$ cat config.mk
export PLATFORM = sky130hd
export DESIGN_NAME = led_count_ctrl
export DESIGN_NICKNAME = d
export VERILOG_FILES = /design/src/rtl/led_count_ctrl.sv
export SDC_FILE = /design/constraint.sdc
export NUM_CORES = 1
export LEC_CHECK = 0
export CAP_MARGIN = 20
export CORE_MARGIN = 5
export CORE_UTILIZATION = 40
export DETAILED_ROUTE_END_ITERATION = 8
export HOLD_SLACK_MARGIN = 0.15
export PLACE_DENSITY = 0.56
export SETUP_SLACK_MARGIN = 0.5
export SLEW_MARGIN = 0
export SYNTH_ARGS = -nofsm -noshare
export SYNTH_HDL_FRONTEND = slang
export SYNTH_SLANG_ARGS = --single-unit
$ cat constraint.sdc
create_clock -name clk -period 6.9 [get_ports clk]
set_input_delay 1.035 -clock clk [delete_from_list [all_inputs] [get_ports clk]]
set_output_delay 1.035 -clock clk [all_outputs]
set_load 0.02 [all_outputs]
$ cat src/rtl/led_count_ctrl.sv
// led_count_ctrl: run/mode/speed controller for the 4-bit LED counter.
// Two debounced pushbuttons drive a small FSM. A prescaler, whose period is
// set by speed, paces the count in up, down or bounce (ping-pong) mode.

// Per-button front end: 2-FF synchronizer, stability filter and press pulse.
module led_count_debounce #(
    parameter int DEBOUNCE_CYCLES = 500000
) (
    input  logic clk,
    input  logic reset,
    input  logic btn,
    output logic press
);
    localparam int CW = $clog2(DEBOUNCE_CYCLES + 1);
    localparam logic [CW-1:0] LAST = CW'(DEBOUNCE_CYCLES - 1);

    logic          sync_a;
    logic          sync_b;
    logic          level;
    logic          level_d;
    logic [CW-1:0] stable_cnt;

    // Accept a new level only after DEBOUNCE_CYCLES consecutive differing samples
    always_ff @(posedge clk or negedge reset) begin
        if (!reset) begin
            sync_a     <= 1'b0;
            sync_b     <= 1'b0;
            level      <= 1'b0;
            level_d    <= 1'b0;
            stable_cnt <= '0;
        end else begin
            sync_a  <= btn;
            sync_b  <= sync_a;
            level_d <= level;
            if (sync_b == level) begin
                stable_cnt <= '0;
            end else if (stable_cnt == LAST) begin
                level      <= sync_b;
                stable_cnt <= '0;
            end else begin
                stable_cnt <= stable_cnt + CW'(1);
            end
        end
    end

    // Only the rising edge of the filtered level counts as a press
    assign press = level & ~level_d;
endmodule

module led_count_ctrl #(
    parameter int BASE_PERIOD     = 50000000,
    parameter int DIV_WIDTH       = 26,
    parameter int DEBOUNCE_CYCLES = 500000
) (
    input  logic       clk,
    input  logic       reset,
    input  logic       btn_run,
    input  logic       btn_mode,
    input  logic [1:0] speed,
    output logic [3:0] count,
    output logic       tick,
    output logic       running,
    output logic [1:0] mode
);
    typedef enum logic [2:0] {
        PAUSED,
        RUN_UP,
        RUN_DOWN,
        BOUNCE_UP,
        BOUNCE_DOWN
    } state_t;

    localparam logic [DIV_WIDTH-1:0] LIMIT0 = DIV_WIDTH'(BASE_PERIOD - 1);
    localparam logic [DIV_WIDTH-1:0] LIMIT1 = DIV_WIDTH'(BASE_PERIOD / 2 - 1);
    localparam logic [DIV_WIDTH-1:0] LIMIT2 = DIV_WIDTH'(BASE_PERIOD / 4 - 1);
    localparam logic [DIV_WIDTH-1:0] LIMIT3 = DIV_WIDTH'(BASE_PERIOD / 8 - 1);

    state_t               state;
    state_t               state_next;
    state_t               eff_state;
    logic [3:0]           count_next;
    logic [1:0]           mode_next;
    logic                 tick_next;
    logic                 running_next;
    logic [DIV_WIDTH-1:0] prescaler;
    logic [DIV_WIDTH-1:0] prescaler_next;
    logic [DIV_WIDTH-1:0] limit;
    logic                 terminal;
    logic                 run_press;
    logic                 mode_press;

    led_count_debounce #(.DEBOUNCE_CYCLES(DEBOUNCE_CYCLES)) u_db_run (
        .clk   (clk),
        .reset (reset),
        .btn   (btn_run),
        .press (run_press)
    );

    led_count_debounce #(.DEBOUNCE_CYCLES(DEBOUNCE_CYCLES)) u_db_mode (
        .clk   (clk),
        .reset (reset),
        .btn   (btn_mode),
        .press (mode_press)
    );

    // Running state entered for a mode; bounce starts downward only from the top
    function automatic state_t entry_state(input logic [1:0] m, input logic [3:0] c);
        case (m)
            2'd1:    return RUN_DOWN;
            2'd2:    return (c == 4'd15) ? BOUNCE_DOWN : BOUNCE_UP;
            default: return RUN_UP;
        endcase
    endfunction

    // Terminal prescaler value for the current speed setting
    always_comb begin
        case (speed)
            2'd0:    limit = LIMIT0;
            2'd1:    limit = LIMIT1;
            2'd2:    limit = LIMIT2;
            default: limit = LIMIT3;
        endcase
    end

    // >= rather than == so a shortened period never has to wrap the counter
    assign terminal = (prescaler >= limit);

    // Next state: mode press first, then run toggle, then prescaler/count step
    always_comb begin
        state_next     = state;
        eff_state      = state;
        count_next     = count;
        mode_next      = mode;
        prescaler_next = prescaler;
        tick_next      = 1'b0;

        if (mode_press) begin
            mode_next = (mode == 2'd2) ? 2'd0 : mode + 2'd1;
        end
        if (state != PAUSED && mode_press) begin
            eff_state = entry_state(mode_next, count);
        end

        if (state == PAUSED) begin
            if (run_press) begin
                state_next = entry_state(mode_next, count);
            end
        end else if (run_press) begin
            state_next = PAUSED;
        end else begin
            state_next = eff_state;
            if (terminal) begin
                prescaler_next = '0;
                tick_next      = 1'b1;
                case (eff_state)
                    RUN_UP:   count_next = count + 4'd1;
                    RUN_DOWN: count_next = count - 4'd1;
                    BOUNCE_UP: begin
                        if (count == 4'd15) begin
                            count_next = 4'd14;
                            state_next = BOUNCE_DOWN;
                        end else begin
                            count_next = count + 4'd1;
                        end
                    end
                    BOUNCE_DOWN: begin
                        if (count == 4'd0) begin
                            count_next = 4'd1;
                            state_next = BOUNCE_UP;
                        end else begin
                            count_next = count - 4'd1;
                        end
                    end
                    default: ;
                endcase
            end else begin
                prescaler_next = prescaler + DIV_WIDTH'(1);
            end
        end
    end

    assign running_next = (state_next != PAUSED);

    // All outputs and control state are registered
    always_ff @(posedge clk or negedge reset) begin
        if (!reset) begin
            state     <= PAUSED;
            count     <= 4'd0;
            mode      <= 2'd0;
            prescaler <= '0;
            tick      <= 1'b0;
            running   <= 1'b0;
        end else begin
            state     <= state_next;
            count     <= count_next;
            mode      <= mode_next;
            prescaler <= prescaler_next;
            tick      <= tick_next;
            running   <= running_next;
        end
    end
endmodule

# After elaboration in Yosys (flattened, before gate mapping)
# Index checks and enable logic that the tools add are counted.
[word_totals]
out_inout_bits = 8
romBits = 0
reg_bits = 83
word_cells = 80
input_bits = 6
ram_bits = 0
memories = 0
latch_bits = 0
[classes]
n_mux = 24
eq_ne = 14
addsub = 6
shift = 0
div_mod_pow = 0
magnitude_cmp = 1
n_reduce_logical = 11
multipliers = 0
bitwise = 8
[op_table]
columns = ["op", "count"]
rows = [
  ["case mux 26 bit (3 select lines)", 1],
  ["2-to-1 mux 19 bit", 4],
  ["adder 19 x 1 -> 19 bit, second input constant", 2],
  ["equality test 19 bit, second input constant", 2],
  ["adder 26 x 1 -> 26 bit, second input constant", 1],
  [">= comparator 26 bit", 1],
  ["2-to-1 mux 26 bit", 1],
  ["2-to-1 mux 3 bit", 8],
  ["case mux 4 bit (4 select lines)", 1],
  ["case mux 3 bit (2 select lines)", 2],
  ["2-to-1 mux 4 bit", 2],
  ["equality test 2 bit, second input constant", 3],
  ["equality test 3 x 2 -> 1 bit, second input constant", 2],
  ["inverter 1 bit", 6],
  ["AND reduction 2 bit", 3],
  ["nonzero test 3 bit", 2],
  ["adder 4 x 1 -> 4 bit, second input constant", 1],
  ["equality test 2 x 1 -> 1 bit, second input constant", 2],
  ["equality test 4 bit, second input constant", 1],
  ["logical NOT 4 bit", 1],
  ["2-to-1 mux 2 bit", 2],
  ["AND reduction 4 bit", 1],
  ["nonzero test 4 bit", 1],
  ["subtractor 4 x 1 -> 4 bit, second input constant", 1],
  ["other kinds (9)", 13],
]

# Logic depth before layout (Yosys ltp)
# Gate-level depths: netlist of run 1.
[depth]
depth_word = 12
depth_mapped = 13
depth_no_buf = 12

# Cells and area by module
# A second synthesis of run 1 with hierarchy kept.
[hier_totals]
hier_cells = 502
hier_area_um2 = 4752.1
[by_module_without_submodules]
columns = ["mod", "n_inst", "cells_per_inst", "area_each_um2", "seq_area_each_um2"]
rows = [
  ["led_count_ctrl", 1, 288, 2529.9, 925.9],
  ["led_count_debounce", 2, 107, 1111.1, 575.6],
]

# Least setup slack after synthesis of run 1
# OpenSTA, ideal clock, no wires.
[synth_timing]
path_kind = "in2reg"
start = "input port speed[0]"
end = "register running"
cell_stages = 10
t_required_ns = 6.764
t_arrival_ns = 2.979
path_buffers = 0
setup_ns = 0.136
slack_ns = 3.785
cell_sequence = "inv_1 > nor2_1 > ha_1 > a41o_1 > a21o_1 > a221o_1 > a211o_1 > and2_2 > o21ai_1 > nand4_1"
[synth_between]
elab_chain_len = 7
elab_cells_between_ends = 9
cone_classes = "1 x order compare; 2 x eq/ne; 4 x mux; 2 x reduce/logical"
[synth_lines]
columns = ["item", "line_no", "text"]
rows = [
  ["start: declaration", "59", "input logic [1:0] speed,"],
  ["equality test 2 bit (tied with other cells)", "117", "case (speed)"],
  ["case mux 26 bit (3 select lines) (*)", "117", ""],
  [">= comparator 26 bit (*)", "126", "assign terminal = (prescaler >= limit);"],
  ["2-to-1 mux 3 bit (*)", "152", "if (terminal) begin"],
  ["2-to-1 mux 3 bit (*)", "148", "end else if (run_press) begin"],
  ["2-to-1 mux 3 bit (*)", "144", "if (state == PAUSED) begin"],
  ["nonzero test 3 bit (*)", "182", "assign running_next = (state_next != PAUSED);"],
  ["via running_next", "84", "logic running_next;"],
  ["end signal: assignment", "199", "running <= running_next;"],
  ["end: declaration", "62", "output logic running,"],
]
# Mark *: on every way through the listed nets, which the timed path passes. The rest lies on a longest branch.
# A chain may end at the register's enable or synchronous reset.

# Final worst setup path of run 1
[layout_timing]
start = "input port speed[1]"
end = "register count[3]"
[layout_between]
elab_chain_len = 4
elab_cells_between_ends = 6
cone_classes = "1 x order compare; 2 x eq/ne; 1 x mux; 2 x reduce/logical"
[layout_lines]
columns = ["item", "line_no", "text"]
rows = [
  ["equality test 2 bit (tied with other cells)", "117", ""],
  ["case mux 26 bit (3 select lines) (*)", "117", ""],
  [">= comparator 26 bit (*)", "126", ""],
  ["AND reduction 4 bit (no source line) (*)", "--", ""],
  ["end signal: assignment", "195", "count <= count_next;"],
  ["end: declaration", "60", "output logic [3:0] count,"],
]
# Mark *: on every way between the ends. The rest lies on a longest branch, timed or not.

==> impl_metrics.csv, run 1 <==
group,metric,value,unit
outcome,status,"finished clean",
setup_path,path_depth,12,
power_and_ir_drop,p_sw,0.000233,W
setup_path,critPathBufInv,3,
setup_path,path_delay_family,"compound AO/OA/AOI/OAI gates",
sta,timing.fmax,263,MHz
die,floorplan.initialDensity,0.405,
synth,syn_nets,519,
synth,synth-seq-cells,83,
global_routing,antenna_found_initial,0,
routing,totalWireLength,9.05,mm
power_and_ir_drop,power_frac_comb,0.030,
setup_path,cp.required,7140,ps
sta,finalHoldViolations,0,
setup_path,cp_data_arrival_time,4040,ps
cts,clockBufferDepth,2,
power_and_ir_drop,peakVddDrop,0.125,mV
sta,worstMarginPinSlew,904,ps
place,finalWeightedCongestion,0.892,
cts,ctsHoldBuffers,0,
routing,dr.pass1.iters,4,
cts,clk_pin_slew,70,ps
setup_path,worst-r2r-cell-count,11,
synth,synth_top_area_cell,"dfrtp_1",
synth,synth_area,4590,µm²
cells_and_area,syn2layout_area_growth,12.3,%
routing,vias,3468,
routing,drc_errors,0,
cells_and_area,final_common_cell,"dfrtp_1",
setup_path,critPathLaunchType,"input port",
place,io_buffers,13,
setup_path,cp_cell_sequence,"clkdlybuf4s50_1 > inv_1 > nor2_1 > inv_1 > ha_1 > o31a_1 > o21bai_1 > a2111oi_0 > a211o_2 > o21a_2 > o21ai_1 > a22o_1",
sta,layout_worst_path_cycle_share,0.551,
global_routing,grt_max_degree,73,
setup_path,critPathMaxStageDelay,550,ps
die,dieHeight,117,µm
cells_and_area,final_net_count,534,
cts,numCtsBuffers,9,
cts,postCtsSetupRepairBufs,0,
cells_and_area,diodes,0,
place,placed_cells,636,
synth,avgSynthCellArea,9.39,µm²
sta,clock_skew,8.38,ps
synth,yosysSeqAreaShare,0.453,
global_routing,grt_pass1_wl,15.9,mm
die,die_w,117,µm
sta,slew_headroom,0.397,
power_and_ir_drop,pwr-share-clk,0.484,
synth,synth-edff-count,0,
cts,clock_latency,340,ps
cells_and_area,nFillCells,1089,
routing,drt_iter0_drc,166,
die,rows,39,
power_and_ir_drop,pwr-share-seq,0.486,
routing,wire_per_inst,13.9,µm
sta,setup_viol_count_final,0,
cts,h-tree-depth,3,
sta,min_period,3800,ps
global_routing,grt_use_total,0.146,
setup_path,slowest_stage,"clkdlybuf4s50_1",
sta,drv_slew,0,
routing,ant_nets,0,
cts,clock_sinks,83,
synth,yosys_warnings,0,
cts,cts_resized,0,
power_and_ir_drop,p_sw_frac,0.230,
synth,yosysTopAreaCellShare,0.453,
die,ios,14,
min_path,hold_path.class,"register to register",
power_and_ir_drop,intPower,0.000783,W
min_path,hold_depth,0,
sta,fin_setup_tns,0,ps
power_and_ir_drop,p_leak,2.34,nW
global_routing,grt_pass1_vias,3408,
place,dpl.hpwl,6.39,mm
routing,routed_via_density,5.32,
power_and_ir_drop,p_per_area,197,nW/µm²
cells_and_area,final-instance-count-excl-fill,652,
synth,synthDistinctLibCells,59,
setup_path,critPathMaxFanout,25,
setup_path,endpoint_kind,"register",
die,dieArea,13700,µm²
global_routing,grt-ovfl-total,0,
synth,synth_area_leaders,"dfrtp_1 (45%), ha_1 (6.5%), nor2_1 (6.3%)",
setup_path,cp_common_cell,"inv_1",
setup_path,critPathKind,"input port to register",
cts,cts_tree,"yes",
synth,synth-main-ff-cell,"dfrtp_1",
synth,async_flop_share,1.00,
cells_and_area,drive_gt1_frac,0.0629,
run,drv_cap,0,
cts,root_buffer,"clkbuf_16",
sta,rsz0062_at_grt,"no",
die,design.core.area,11300,µm²
synth,synthCells,489,
cells_and_area,layout_common_cells,"dfrtp_1 (83), nor2_1 (77), nand2_1 (42), xor2_1 (32), nand3_1 (28)",
==> per-stage QoR <==
stage | cell area [µm²] | setup slack, ps | utilization | hold slack, ps | total power, W
6_report | 5150 | 3100 | 0.455 | 349 | 0.00102
5_1_grt | 5150 | 2730 | 0.455 | 354 | 0.00106
4_1_cts | 5150 | 3090 | 0.455 | 350 | 0.00103
3_5_place_dp | 4850 | 2760 | 0.429 | 335 | 0.000535
3_3_place_gp | 4850 | 2800 | 0.429 | 336 | 0.000534
2_1_floorplan | 4590 | 3790 | - | 331 | 0.000518
==> layout make-up <==
class	instances	area [µm²]	area share
inverter	15	56.3	0.0109
timing repair buffer	14	135	0.0262
clock inverter	7	76.3	0.0148
clock buffer	9	225	0.0437
sequential	83	2080	0.403
tap	143	179	0.0347
multi-input combinational	381	2410	0.467
==> power groups by stage <==
stage               Sequential, W  Combinational, W  Clock (W)
floorplan                0.000502         0.0000151          0
global placement         0.000503         0.0000312          0
detailed placement       0.000503         0.0000318          0
CTS                      0.000494         0.0000319   0.000508
global route             0.000494         0.0000363   0.000526
finish                   0.000494         0.0000304   0.000492
==> registers in the layout (all words and copies together) (netlist names) <==
signal	count
count	4
mode	2
prescaler	26
running	1
state	3
tick	1
u_db_mode.level	1
u_db_mode.level_d	1
u_db_mode.stable_cnt	19
u_db_mode.sync_a	1
u_db_mode.sync_b	1
u_db_run.level	1
u_db_run.level_d	1
u_db_run.stable_cnt	19
u_db_run.sync_a	1
u_db_run.sync_b	1
==> metal layers <==
| metal | track usage | up-vias | share of wire |
|---|---|---|---|
| met5 | 0 | - | 0 |
| met4 | 0.0711 | 0 | 0.025 |
| met3 | 0.0293 | 18 | 0.022 |
| met2 | 0.226 | 34 | 0.45 |
| met1 | 0.195 | 1659 | 0.51 |
| li1 | - | 1757 | - |
==> cells in the mapped netlist (10+ instances only) <==
| cell type | instances |
|---|---|
| or3_1 | 10 |
| nor2_1 | 77 |
| o21ai_0 | 19 |
| nor3_1 | 11 |
| dfrtp_1 | 83 |
| inv_1 | 15 |
| nand4_1 | 10 |
| xor2_1 | 32 |
| xnor2_1 | 19 |
| and3_1 | 12 |
| nand3_1 | 28 |
| nand2_1 | 42 |
| a21oi_1 | 18 |
| ha_1 | 24 |
==> kinds of logic (layout without fill, tap and decap cells) <==
logic type	Yosys count	after routing	share of synthesized area
AOI/OAI and AO/OA	78	78	0.113
adders and majority gates	24	24	0.0654
buffers and inverters	25	45	0.0232
xor gates and xnor gates	51	51	0.0973
DFF	83	83	0.453
and+or+nand+nor	225	225	0.242
muxes	3	3	0.00709
==> path summary, 6_finish.rpt <==
check                                 from  slack [ps]                      to
setup / recovery                  speed[1]        3100                count[3]
hold / removal             u_db_run.sync_a         350         u_db_run.sync_b
setup reg to reg           u_db_mode.level        3900                count[2]
hold reg to reg            u_db_run.sync_a         350         u_db_run.sync_b
max in group asynchronous            reset        5250  u_db_run.stable_cnt[0]
min in group asynchronous            reset         510                 mode[0]
Note: power is estimated with default switching activity, not from simulation.
==> run 2, diff against run 1 <==
clock period = 3.53 ns   (was 6.9 ns; I/O delays follow)
==> run 2 against run 1 <==
- via count is 0.32% higher
- critical path type unchanged
- clock skew down 0.84 ps
- sequential share of layout area shrank 0.53 points
- clock power up 95%
- non-clock buffer count rose by 2
- clock-buffer cell count rose by 1
- routed wire length grew 2.9%
- total power up 96%
- critical path depth fell by 1
==> impl_metrics.csv, run 2 (same netlist as run 1, synthesis figures left out) <==
group,metric,value,unit
outcome,status,"finished clean",
cells_and_area,final_net_count,536,
setup_path,ff2ff_setup_slack,700,ps
setup_path,critPathBufInv,2,
power_and_ir_drop,peakVddDrop,0.241,mV
sta,drv_slew,0,
sta,fin_setup_tns,0,ps
global_routing,grt_use_total,0.152,
die,design.core.area,11300,µm²
cts,clockBufferDepth,2,
cells_and_area,final_common_cell,"dfrtp_1",
setup_path,cp_cell_sequence,"clkdlybuf4s50_1 > inv_2 > nor2_4 > ha_1 > a41o_1 > a21o_1 > a221o_1 > a211o_4 > and2_2 > o21ai_1 > nand4_1",
run,drv_cap,0,
die,dieArea,13700,µm²
die,die_w,117,µm
global_routing,grt_max_degree,84,
cts,numCtsBuffers,9,
setup_path,slowest_stage,"clkdlybuf4s50_1",
global_routing,grt_pass1_wl,16.5,mm
routing,drc_errors,0,
setup_path,critPathLaunchType,"input port",
cells_and_area,syn2layout_area_growth,13.8,%
cells_and_area,largest-register,"prescaler",
sta,whs,151,ps
cts,ctsHoldBuffers,0,
cells_and_area,drive_gt1_frac,0.0802,
cts,clk_pin_slew,60,ps
cts,postCtsSetupRepairBufs,0,
sta,min_period,2860,ps
cells_and_area,diodes,0,
sta,finalHoldViolations,0,
die,dieHeight,117,µm
sta,layout_worst_path_cycle_share,0.809,
sta,setup_viol_count_final,0,
place,dpl.hpwl,6.45,mm
place,io_buffers,13,
routing,routed_via_density,5.32,
setup_path,path_depth,11,
place,finalWeightedCongestion,0.820,
cts,root_buffer,"clkbuf_16",
sta,rsz0062_at_grt,"yes",
min_path,hold_path.class,"input port to async pin",
cts,h-tree-depth,3,
setup_path,cp.required,3740,ps
die,ios,14,
setup_path,critPathMaxStageDelay,500,ps
routing,totalWireLength,9.31,mm
sta,clock_skew,7.54,ps
routing,ant_nets,0,
global_routing,grt_pass1_vias,3527,
cts,clock_latency,340,ps
cells_and_area,layout_common_cells,"dfrtp_1 (83), nor2_1 (76), nand2_1 (42), xor2_1 (32), nand3_1 (28)",
sta,slew_headroom,0.609,
setup_path,critPathKind,"input port to register",
routing,drt_iter0_drc,159,
routing,dr.pass1.iters,4,
setup_path,endpoint_kind,"register",
cts,cts_tree,"yes",
routing,wire_per_inst,14.2,µm
cells_and_area,final-instance-count-excl-fill,654,
setup_path,worst-r2r-cell-count,11,
setup_path,cp_data_arrival_time,3070,ps
cells_and_area,largest_register_ffs,26,
setup_path,critPathMaxFanout,7,
place,dpl_cell_area,4860,µm²
cells_and_area,final_area,5220,µm²
routing,vias,3479,
global_routing,antenna_found_initial,0,
sta,timing.fmax,350,MHz
die,rows,39,
die,floorplan.initialDensity,0.405,
cts,clock_sinks,83,
sta,worstMarginPinSlew,587,ps
power_and_ir_drop,p_per_area,381,nW/µm²
setup_path,path_delay_family,"compound AO/OA/AOI/OAI gates",
global_routing,grt-ovfl-total,0,
cells_and_area,top_regs,"prescaler: 26 flops, u_db_mode.stable_cnt: 19 flops, u_db_run.stable_cnt: 19 flops",
place,placed_cells,637,
power_and_ir_drop,p_leak,2.37,nW
-- run 2: cell count changes in the layout (fill, tap and decap cells not counted), moves of 2 or more --
cell,delta
inv_1,-2
inv_2,+2
o21ai_0,-2
o21ai_1,+2
-- run 2: area by class of cell --
cell class | instances | area (µm²)
Fill cell | 1096 | 6100
Multi-Input combinational cell | 381 | 2440
Sequential cell | 83 | 2080
Clock buffer | 10 | 239
Tap cell | 143 | 179
Timing Repair Buffer | 16 | 173
Clock inverter | 6 | 63.8
Inverter | 15 | 56.3
-- run 2: timing repair --
item                       CTS  global route
pin swaps                    0             1
setup endpoints to repair    3            22
gates resized for setup      2            10
-- run 2: per-stage QoR --
step	setup WS (ps)	utilization	power, W
finish	674	0.461	0.00199
global route	492	0.461	0.00208
CTS	537	0.456	0.00203
detailed placement	101	0.429	0.00105
global placement	184	0.429	0.00104
floorplan	899	-	0.00101
-- run 2: power by group --
part | internal (W) | total (W) | switching (W) | leakage (nW)
Combinational | 0.0000225 | 0.0000649 | 0.0000424 | 1.12
Sequential | 0.000959 | 0.000966 | 0.00000644 | 1.11
Clock | 0.000567 | 0.000958 | 0.000391 | 0.145
-- run 2: per-layer routing --
layer  up-vias  wire length (µm)  track usage
met5         -                 0            0
met4         0               191       0.0680
met3        15               260       0.0283
met2        37              4290        0.243
met1      1670              4570        0.200
li1       1757                 -            -
-- run 2: final timing paths --
| check | startpoint | to |
|---|---|---|
| max in group asynchronous | reset | u_db_run.stable_cnt[13] |
| min in group clk | u_db_mode.sync_a | u_db_mode.sync_b |
| worst min-delay path | reset | count[3] |
| worst max register to register | u_db_mode.level | count[2] |
| worst min register to register | u_db_mode.sync_a | u_db_mode.sync_b |
| worst max-delay path | speed[0] | running |
==> run 3, diff against run 2 <==
PLACE_DENSITY = 0.58   (was 0.56)
clock period = 2.6 ns   (was 3.53 ns; I/O delays follow)
==> run 3 against run 2 <==
- first-iteration DRC count is 16% higher
- critical path depth is 2 higher
- final area is 17% higher
- final cell count is 6.3% higher
- non-clock buffer count is 41 higher
- die area stayed put
- global-route usage is 0.71 points higher
- via count is 8.7% higher
- flip-flop and latch count stayed put
- clock power is 48% higher
- combinational power is 71% higher
- critical path type is now register to register
- critical endpoint is now count[2]
==> impl_metrics.csv, run 3 (same netlist as run 1, synthesis figures left out) <==
group,metric,value,unit
cts,clock_sinks,83,
place,dpl.hpwl,6.61,mm
cells_and_area,final_common_cell,"dfrtp_1",
min_path,hold_path.class,"register to register",
routing,dr.pass1.iters,5,
power_and_ir_drop,pwr-share-clk,0.500,
cells_and_area,seq_area,2080,µm²
sta,slew_headroom,0.639,
die,dieHeight,117,µm
setup_path,endpoint_kind,"register",
cells_and_area,drive_gt1_frac,0.261,
power_and_ir_drop,p_sw,0.000574,W
setup_path,cp_data_arrival_time,2760,ps
cts,numCtsBuffers,9,
sta,min_period,2560,ps
cts,root_buffer,"clkbuf_16",
setup_path,critPathMaxFanout,7,
routing,vias,3782,
power_and_ir_drop,p_leak,2.65,nW
place,placed_cells,659,
global_routing,grt_pass1_wl,17.3,mm
routing,drc_errors,0,
sta,rsz0062_at_grt,"yes",
cells_and_area,diodes,0,
die,ios,14,
setup_path,ff2ff_setup_slack,40,ps
min_path,hp-start,"u_db_run.sync_a",
cells_and_area,largest_register_ffs,26,
routing,ant_nets,0,
sta,worstMarginPinSlew,541,ps
cts,h-tree-depth,3,
cells_and_area,syn2layout_area_growth,33.2,%
cts,cts_tree,"yes",
power_and_ir_drop,total_power,0.00284,W
sta,timing.fmax,391,MHz
setup_path,critPathKind,"register to register",
cells_and_area,final_net_count,577,
global_routing,grt_use_total,0.159,
die,dieArea,13700,µm²
routing,routed_via_density,5.44,
global_routing,grt_max_degree,44,
cells_and_area,top_regs,"prescaler: 26 flops, u_db_mode.stable_cnt: 19 flops, u_db_run.stable_cnt: 19 flops",
die,floorplan.initialDensity,0.405,
power_and_ir_drop,p_per_area,465,nW/µm²
routing,drt_iter0_drc,184,
power_and_ir_drop,pwr-share-seq,0.461,
die,design.core.area,11300,µm²
run,drv_cap,0,
cts,clock_latency,330,ps
min_path,min_to,"u_db_run.sync_b",
sta,drv_slew,0,
sta,fin_ws,43.7,ps
cells_and_area,final_util,0.540,
sta,clock_skew,7.08,ps
cells_and_area,final-instance-count-excl-fill,695,
die,die_w,117,µm
power_and_ir_drop,intPower,0.00227,W
global_routing,grt_pass1_vias,3732,
sta,layout_worst_path_cycle_share,0.983,
sta,setup_viol_count_final,0,
sta,finalHoldViolations,0,
place,io_buffers,13,
power_and_ir_drop,p_sw_frac,0.202,
power_and_ir_drop,peakVddDrop,0.345,mV
outcome,status,"finished clean",
place,finalWeightedCongestion,0.862,
setup_path,r2r_end,"count[2]",
routing,totalWireLength,10.3,mm
min_path,hold_depth,0,
cells_and_area,largest-register,"prescaler",
cells_and_area,layout_common_cells,"dfrtp_1 (82), nor2_1 (55), nand2_1 (39), xor2_1 (32), buf_4 (32)",
cts,clockBufferDepth,2,
cells_and_area,nFillCells,1001,
routing,wire_per_inst,14.8,µm
global_routing,grt-ovfl-total,0,
setup_path,critPathLaunchType,"register",
global_routing,antenna_found_initial,0,
setup_path,cp.required,2800,ps
place,pre_cts_slack,-491,ps
sta,fin_setup_tns,0,ps
die,rows,39,
setup_path,r2r_start,"u_db_mode.level_d",
cts,clk_pin_slew,60,ps
cells_and_area,multi_input_area,2890,µm²
setup_path,worst-r2r-cell-count,13,
power_and_ir_drop,power_frac_comb,0.039,
## run 3: what timing repair did
action                                 in CTS  in global routing
pin swaps                                  34                 32
gates cloned                                0                  3
gates resized for setup                    59                 58
buffers inserted                           13                  3
hold buffers                                1                  0
setup endpoints to repair                  35                 35
endpoints found under the hold margin      40                  0
## run 3: worst max-delay path by stage
stage	end	cells after the start	startpoint
3_5_place_dp	running	12	speed[0]
3_3_place_gp	prescaler[3]	11	speed[0]
4_1_cts	count[2]	11	u_db_mode.level_d
5_1_grt	count[2]	13	u_db_mode.level_d
2_1_floorplan	count[2]	12	u_db_mode.level
6_report	count[2]	13	u_db_mode.level_d
## run 3: layout make-up
type                       instances  share of cell area
multi-input combinational        381               0.472
clock buffer                      13              0.0442
inverter                          15              0.0117
tap                              143              0.0293
timing repair buffer              57              0.0913
clock inverter                     3              0.0113
sequential                        83               0.340
## run 3: critical path, stage by stage, from the launching register on
cell and delay (ps):
dfrtp_1 380, and2b_1 230, nand2_2 80, o21ai_4 200, buf_4 140, inv_1 50, ha_4 180, o21ba_4 220
a21oi_2 130, a211o_4 180, a21oi_4 100, nor2b_1 160, o31ai_2 260, a31oi_1 120
## run 3: through the flow
| step | area, µm² | hold slack, ps |
|---|---|---|
| final | 6110 | 348 |
| after global routing | 6110 | 378 |
| after CTS | 5770 | 349 |
| after detailed placement | 5080 | 335 |
| after global placement | 5080 | 334 |
| after floorplan | 4660 | 94.4 |
## run 3: power by group through the flow
stage | registers [W] | logic (W) | clock network (W)
floorplan | 0.00133 | 0.0000431 | 0
global placement | 0.00133 | 0.000102 | 0
detailed placement | 0.00134 | 0.000103 | 0
CTS | 0.00131 | 0.000109 | 0.00147
global route | 0.00131 | 0.000129 | 0.00152
finish | 0.00131 | 0.000111 | 0.00142
## run 3: layer usage
layer / wire (µm) / track usage
met4: 175 / 0.0596
met2: 4830 / 0.247
met3: 414 / 0.0360
met5: 0 / 0
met1: 4890 / 0.216
